<file path="config.mk">
export PLATFORM = sky130hd
export DESIGN_NAME = mem_arbiter
export DESIGN_NICKNAME = d
export VERILOG_FILES = /design/src/rtl/mem_arbiter_pkg.sv /design/src/rtl/mem_arbiter.sv
export SDC_FILE = /design/constraint.sdc
export NUM_CORES = 1
export LEC_CHECK = 0
export CAP_MARGIN = 10
export CORE_UTILIZATION = 46
export DETAILED_ROUTE_END_ITERATION = 16
export GPL_TIMING_DRIVEN = 1
export PLACE_DENSITY = 0.88
export SYNTH_ARGS = -nofsm -noshare
export SYNTH_HDL_FRONTEND = slang
export SYNTH_SLANG_ARGS = --single-unit
</file>
<file path="constraint.sdc">
create_clock -name clk -period 4.2 [get_ports clk]
set_clock_uncertainty 0.2 [all_clocks]
set_input_delay 0.63 -clock clk [delete_from_list [all_inputs] [get_ports clk]]
set_output_delay 0.63 -clock clk [all_outputs]
set_load 0.02 [all_outputs]
</file>
<file path="src/rtl/mem_arbiter_pkg.sv">
// mem_arbiter_pkg: shared types for the two-requester memory arbiter.
//   state_e    - arbiter FSM states (idle, issue, wait)
//   req_id_e   - requester identity (REQ_IF = fetch, REQ_D = data stage)
//   DataWidth  - width of the memory data bus
package mem_arbiter_pkg;

   localparam int unsigned DataWidth = 32;

   typedef enum logic [1:0] {
      StIdle,
      StIssue,
      StWait
   } state_e;

   typedef enum logic {
      REQ_IF,
      REQ_D
   } req_id_e;

endpackage

</file>
<file path="src/rtl/mem_arbiter.sv">
// mem_arbiter: arbitrates a fetch port and a data port onto a single-ported memory
// with a fixed read latency. At most one access is outstanding.
//
// Timing for a request seen in idle on cycle t:
//   t+1              : gnt, mem_en, mem_we/mem_addr/mem_wdata
//   t+1+MEM_LATENCY  : mem_rdata valid, captured into the winner's rdata
//   t+2+MEM_LATENCY  : winner's rvalid, FSM back in idle
//
// Ports:
//   clk, rst                 - clock, synchronous active-high reset
//   if_req/if_addr           - fetch read request (held until if_gnt)
//   if_gnt/if_rvalid/if_rdata- fetch grant, completion, read data
//   d_req/d_we/d_addr/d_wdata- data-stage load/store request (held until d_gnt)
//   d_gnt/d_rvalid/d_rdata   - data grant, completion, load data
//   mem_en/mem_we/mem_addr/mem_wdata/mem_rdata - memory port
//
// Build option: define MEM_ARBITER_STARVE_EN to let a waiting fetch win a tie after
// STARVE_LIMIT consecutive data grants. Without it, data always wins a tie.
module mem_arbiter
   import mem_arbiter_pkg::*;
#(
   parameter int unsigned ADDR_WIDTH   = 16,
   parameter int unsigned MEM_LATENCY  = 2,
   parameter int unsigned STARVE_LIMIT = 4
) (
   input  logic                  clk,
   input  logic                  rst,
   input  logic                  if_req,
   input  logic [ADDR_WIDTH-1:0] if_addr,
   output logic                  if_gnt,
   output logic                  if_rvalid,
   output logic [DataWidth-1:0]  if_rdata,
   input  logic                  d_req,
   input  logic                  d_we,
   input  logic [ADDR_WIDTH-1:0] d_addr,
   input  logic [DataWidth-1:0]  d_wdata,
   output logic                  d_gnt,
   output logic                  d_rvalid,
   output logic [DataWidth-1:0]  d_rdata,
   output logic                  mem_en,
   output logic                  mem_we,
   output logic [ADDR_WIDTH-1:0] mem_addr,
   output logic [DataWidth-1:0]  mem_wdata,
   input  logic [DataWidth-1:0]  mem_rdata
);

   if (MEM_LATENCY == 0 || MEM_LATENCY > 8 || STARVE_LIMIT == 0) begin : g_param_check
      $error("mem_arbiter: MEM_LATENCY must be 1..8 and STARVE_LIMIT at least 1");
   end

   // Wait-counter value on the cycle mem_rdata is valid.
   localparam logic [3:0] LastCnt = 4'(MEM_LATENCY - 1);

   state_e                state_q, state_d;
   req_id_e               winner_q, winner_d;
   logic                  we_q, we_d;
   logic [ADDR_WIDTH-1:0] addr_q, addr_d;
   logic [DataWidth-1:0]  wdata_q, wdata_d;
   logic [3:0]            lat_cnt_q, lat_cnt_d;
   logic                  if_rvalid_q, if_rvalid_d;
   logic                  d_rvalid_q, d_rvalid_d;
   logic [DataWidth-1:0]  if_rdata_q, if_rdata_d;
   logic [DataWidth-1:0]  d_rdata_q, d_rdata_d;
   logic                  fetch_wins;

`ifdef MEM_ARBITER_STARVE_EN
   localparam int unsigned StarveW = $clog2(STARVE_LIMIT + 1);

   logic [StarveW-1:0] starve_q, starve_d;

   assign fetch_wins = if_req && (!d_req || (starve_q >= StarveW'(STARVE_LIMIT)));

   // Counts data grants that overtook a waiting fetch; any gap in if_req restarts it.
   always_comb begin
      starve_d = starve_q;
      if (!if_req || if_gnt) begin
         starve_d = '0;
      end else if (d_gnt && (starve_q < StarveW'(STARVE_LIMIT))) begin
         starve_d = starve_q + StarveW'(1);
      end
   end

   always_ff @(posedge clk) begin
      if (rst) begin
         starve_q <= '0;
      end else begin
         starve_q <= starve_d;
      end
   end
`else
   assign fetch_wins = if_req && !d_req;
`endif

   always_comb begin
      state_d     = state_q;
      winner_d    = winner_q;
      we_d        = we_q;
      addr_d      = addr_q;
      wdata_d     = wdata_q;
      lat_cnt_d   = lat_cnt_q;
      if_rvalid_d = 1'b0;
      d_rvalid_d  = 1'b0;
      if_rdata_d  = if_rdata_q;
      d_rdata_d   = d_rdata_q;

      unique case (state_q)
         StIdle: begin
            if (if_req || d_req) begin
               state_d = StIssue;
               if (fetch_wins) begin
                  winner_d = REQ_IF;
                  we_d     = 1'b0;
                  addr_d   = if_addr;
                  wdata_d  = '0;
               end else begin
                  winner_d = REQ_D;
                  we_d     = d_we;
                  addr_d   = d_addr;
                  wdata_d  = d_wdata;
               end
            end
         end
         StIssue: begin
            lat_cnt_d = '0;
            state_d   = StWait;
         end
         StWait: begin
            if (lat_cnt_q == LastCnt) begin
               state_d = StIdle;
               if (winner_q == REQ_IF) begin
                  if_rdata_d  = mem_rdata;
                  if_rvalid_d = 1'b1;
               end else begin
                  // Stores complete without disturbing the last load data.
                  if (!we_q) begin
                     d_rdata_d = mem_rdata;
                  end
                  d_rvalid_d = 1'b1;
               end
            end else begin
               lat_cnt_d = lat_cnt_q + 4'd1;
            end
         end
         default: begin
            state_d = StIdle;
         end
      endcase
   end

   always_ff @(posedge clk) begin
      if (rst) begin
         state_q     <= StIdle;
         winner_q    <= REQ_D;
         we_q        <= 1'b0;
         addr_q      <= '0;
         wdata_q     <= '0;
         lat_cnt_q   <= '0;
         if_rvalid_q <= 1'b0;
         d_rvalid_q  <= 1'b0;
         if_rdata_q  <= '0;
         d_rdata_q   <= '0;
      end else begin
         state_q     <= state_d;
         winner_q    <= winner_d;
         we_q        <= we_d;
         addr_q      <= addr_d;
         wdata_q     <= wdata_d;
         lat_cnt_q   <= lat_cnt_d;
         if_rvalid_q <= if_rvalid_d;
         d_rvalid_q  <= d_rvalid_d;
         if_rdata_q  <= if_rdata_d;
         d_rdata_q   <= d_rdata_d;
      end
   end

   assign mem_en    = (state_q == StIssue);
   assign mem_we    = mem_en && we_q;
   assign mem_addr  = addr_q;
   assign mem_wdata = wdata_q;
   assign if_gnt    = mem_en && (winner_q == REQ_IF);
   assign d_gnt     = mem_en && (winner_q == REQ_D);
   assign if_rvalid = if_rvalid_q;
   assign d_rvalid  = d_rvalid_q;
   assign if_rdata  = if_rdata_q;
   assign d_rdata   = d_rdata_q;

endmodule

</file>
==> results.json <==
{
  "status": "completed",
  "synthTopCellsByArea": "dfxtp_1 48%, nand2b_1 8.0%, a21oi_1 8.0%",
  "internal_power_mw": 2.35,
  "synth_area_leader_cell": "dfxtp_1",
  "cts_buffers": 17,
  "netlist.area_leader.share_pct": 48.2,
  "fin_util_pct": 74.2,
  "place_ws_ns": 1.30,
  "place.gp.congestion": 0.856,
  "drt_pre_antenna_iters": 7,
  "worst-path-max-fanout": 15,
  "rsz0062_at_grt": "false",
  "dp_hpwl_um": 10500,
  "cts_max_level": 4,
  "viasPerCell": 5.44,
  "diodes": 0,
  "max_freq_mhz": 293,
  "p_switching_uw": 828,
  "synthCells": 570,
  "dr_total_vias": 4941,
  "grt_pass1_vias": 4972,
  "seqPwrFrac_pct": 39.4,
  "placed_area_um2": 7200,
  "cts.path.max_buffers": 2,
  "holdBufCountCts": 0,
  "core_area_um2": 10500,
  "grt_pass1_wl_um": 23700,
  "cts_tree": "done",
  "die_width_um": 107,
  "hold_viol": 0,
  "die_h_um": 107,
  "io_buffer_count": 218,
  "ctsRootBufferMaster": "clkbuf_8",
  "drt-initial-drc-count": 240,
  "netlist_area_um2": 5060,
  "synth_edf_count": 0,
  "sw_frac_of_total_pct": 26.1,
  "grt_max_degree": 93,
  "yosysMostFrequentCell": "dfxtp_1",
  "drt_wl_total_um": 15300,
  "synth.distinct_cells": 41,
  "seq_area_frac_synth_pct": 48.2,
  "antenna_found_initial": 0,
  "ioPinCount": 219,
  "initial_core_util_pct": 48.2,
  "drive_gt1_share_pct": 6.61,
  "synth_flop_cell": "dfxtp_1",
  "syn-mean-instance-area_um2": 8.88,
  "drtAntennaViolNets": 0,
  "tns_ns": 0,
  "drcViolationCount": 0,
  "crit_required_ns": 3.37,
  "p_per_area_nw_per_um2": 407,
  "core.rowCount": 37,
  "die-area_um2": 11400,
  "worst_slew_pin_slew_ns": 1.16,
  "yosysWarningCount": 0,
  "clkTransAtPathRegs_ns": 0.06,
  "slew_viol_final": 0,
  "fin_area_um2": 7790,
  "ys_async_sr_fraction_pct": 0,
  "worstSkewPairLatency_ns": 0.50,
  "area_delta_synth_final_pct": 54.0,
  "final_nets": 862,
  "period_share_pct": 81.2,
  "cp-end-kind": "primary output",
  "arrival_ns": 2.58,
  "min_period_ns": 3.41,
  "grt_overflow": 0,
  "p_leak_nw": 2.68,
  "clock-sinks": 122,
  "setup_viol": 0,
  "setup_slack_ns": 0.788,
  "p_comb_share_pct": 15.5,
  "wl_per_cell_um": 16.8,
  "postCtsSetupBuffers": 0,
  "synth.ff_latch_count": 122,
  "grt_use_total_pct": 26.6,
  "synth.top_cells.by_count": "122 x dfxtp_1, 81 x a21oi_1, 65 x nand2b_1",
  "start_kind": "flop",
  "synth_nets": 673,
  "ir_drop_v": 0.000243,
  "cts_resized": 0,
  "clkPwrFrac_pct": 45.2,
  "maxCapViolCount": 0,
  "critPathKind": "reg -> out",
  "power_mw": 3.18,
  "slew_headroom_pct": 22.7,
  "hold_path_class": "reg -> reg"
}
==> sequential cells by signal (all words and copies together) (netlist names) <==
| register | count |
|---|---|
| d_rdata | 32 |
| if_rdata | 32 |
| mem_wdata | 32 |
| mem_addr | 16 |
| lat_cnt_q | 4 |
| state_q | 2 |
| d_rvalid | 1 |
| if_rvalid | 1 |
| we_q | 1 |
| winner_q | 1 |
==> per-layer routing <==
layer	GRT usage, %	share of wire, %	vias to the layer above
li1	-	-	2370
met1	29.0	38	2317
met2	48.4	52	231
met3	6.75	7.5	23
met4	11.5	2.3	0
met5	0	0	-
==> final timing paths <==
| kind | start | endpoint | slack, ns | depth (start not counted) |
|---|---|---|---|---|
| min reg2reg | if_rdata[20]$_SDFFE_PP0P_ | if_rdata[20]$_SDFFE_PP0P_ | 0.27 | 2 |
| max | state_q[0]$_SDFFE_PP0P_ | mem_we | 0.79 | 3 |
| min | if_rdata[20]$_SDFFE_PP0P_ | if_rdata[20]$_SDFFE_PP0P_ | 0.27 | 2 |
| max reg2reg | state_q[1]$_SDFFE_PP0P_ | if_rdata[1]$_SDFFE_PP0P_ | 1.62 | 4 |
==> worst max-delay path: stages (launching register included) <==
cell	delay, ns
dfxtp_1	0.74
nor2b_1	0.48
and2_1	0.24
clkdlybuf4s50_1	0.61
==> metrics by stage <==
stage                     std cells  hold slack, ns
after detailed placement        876           0.267
after floorplan                 570           0.278
after global routing            908           0.292
after CTS                       908           0.274
after global placement          876           0.257
final                           908           0.274
==> logic make-up (layout without fill, tap and decap cells) <==
kind of cell	Yosys count	count (layout)	synth area share, %
AND/OR/NAND/NOR	167	167	18.9
AO/OA/AOI/OAI	186	186	19.9
multiplexers	35	35	6.92
buffers and inverters	58	260	5.54
flip-flops	122	122	48.2
adder cells (fa/ha/maj)	2	2	0.494
==> layout make-up <==
cell class                      instances  area [um2]
Timing Repair Buffer                  224        2220
Fill cell                             730        2720
Clock inverter                         14         173
Sequential cell                       122        2440
Inverter                                4        15.0
Tap cell                              136         170
Multi-Input combinational cell        390        2350
Clock buffer                           18         418
==> layout by cell type, fill, tap and decap left out, types with 2 or more instances in the layout <==
cell	instances
clkdlybuf4s50_1	217
dfxtp_1	122
a21oi_1	81
nand2b_1	65
o21ai_0	60
nand2_1	37
mux2i_1	35
nand3_1	34
a211oi_1	17
clkbuf_16	16
o21ai_1	11
o22ai_1	9
buf_4	7
clkinv_4	5
inv_1	4
or3b_2	4
and2_1	3
nor2_1	3
clkinv_2	3
bufinv_16	3
nor2b_1	2
nor2_2	2
nor3b_4	2
a211o_1	2
a31oi_1	2
nor3b_1	2
or2_2	2
ha_1	2
clkinvlp_4	2
==> power groups by stage <==
stage | clock network [mW] | registers [mW] | logic, mW
6_report | 1.43 | 1.25 | 0.491
5_1_grt | 1.51 | 1.25 | 0.526
4_1_cts | 1.46 | 1.25 | 0.492
3_5_place_dp | 0 | 1.27 | 0.489
3_3_place_gp | 0 | 1.27 | 0.475
2_1_floorplan | 0 | 1.31 | 0.205
Note: power is estimated with default switching activity, not from simulation.
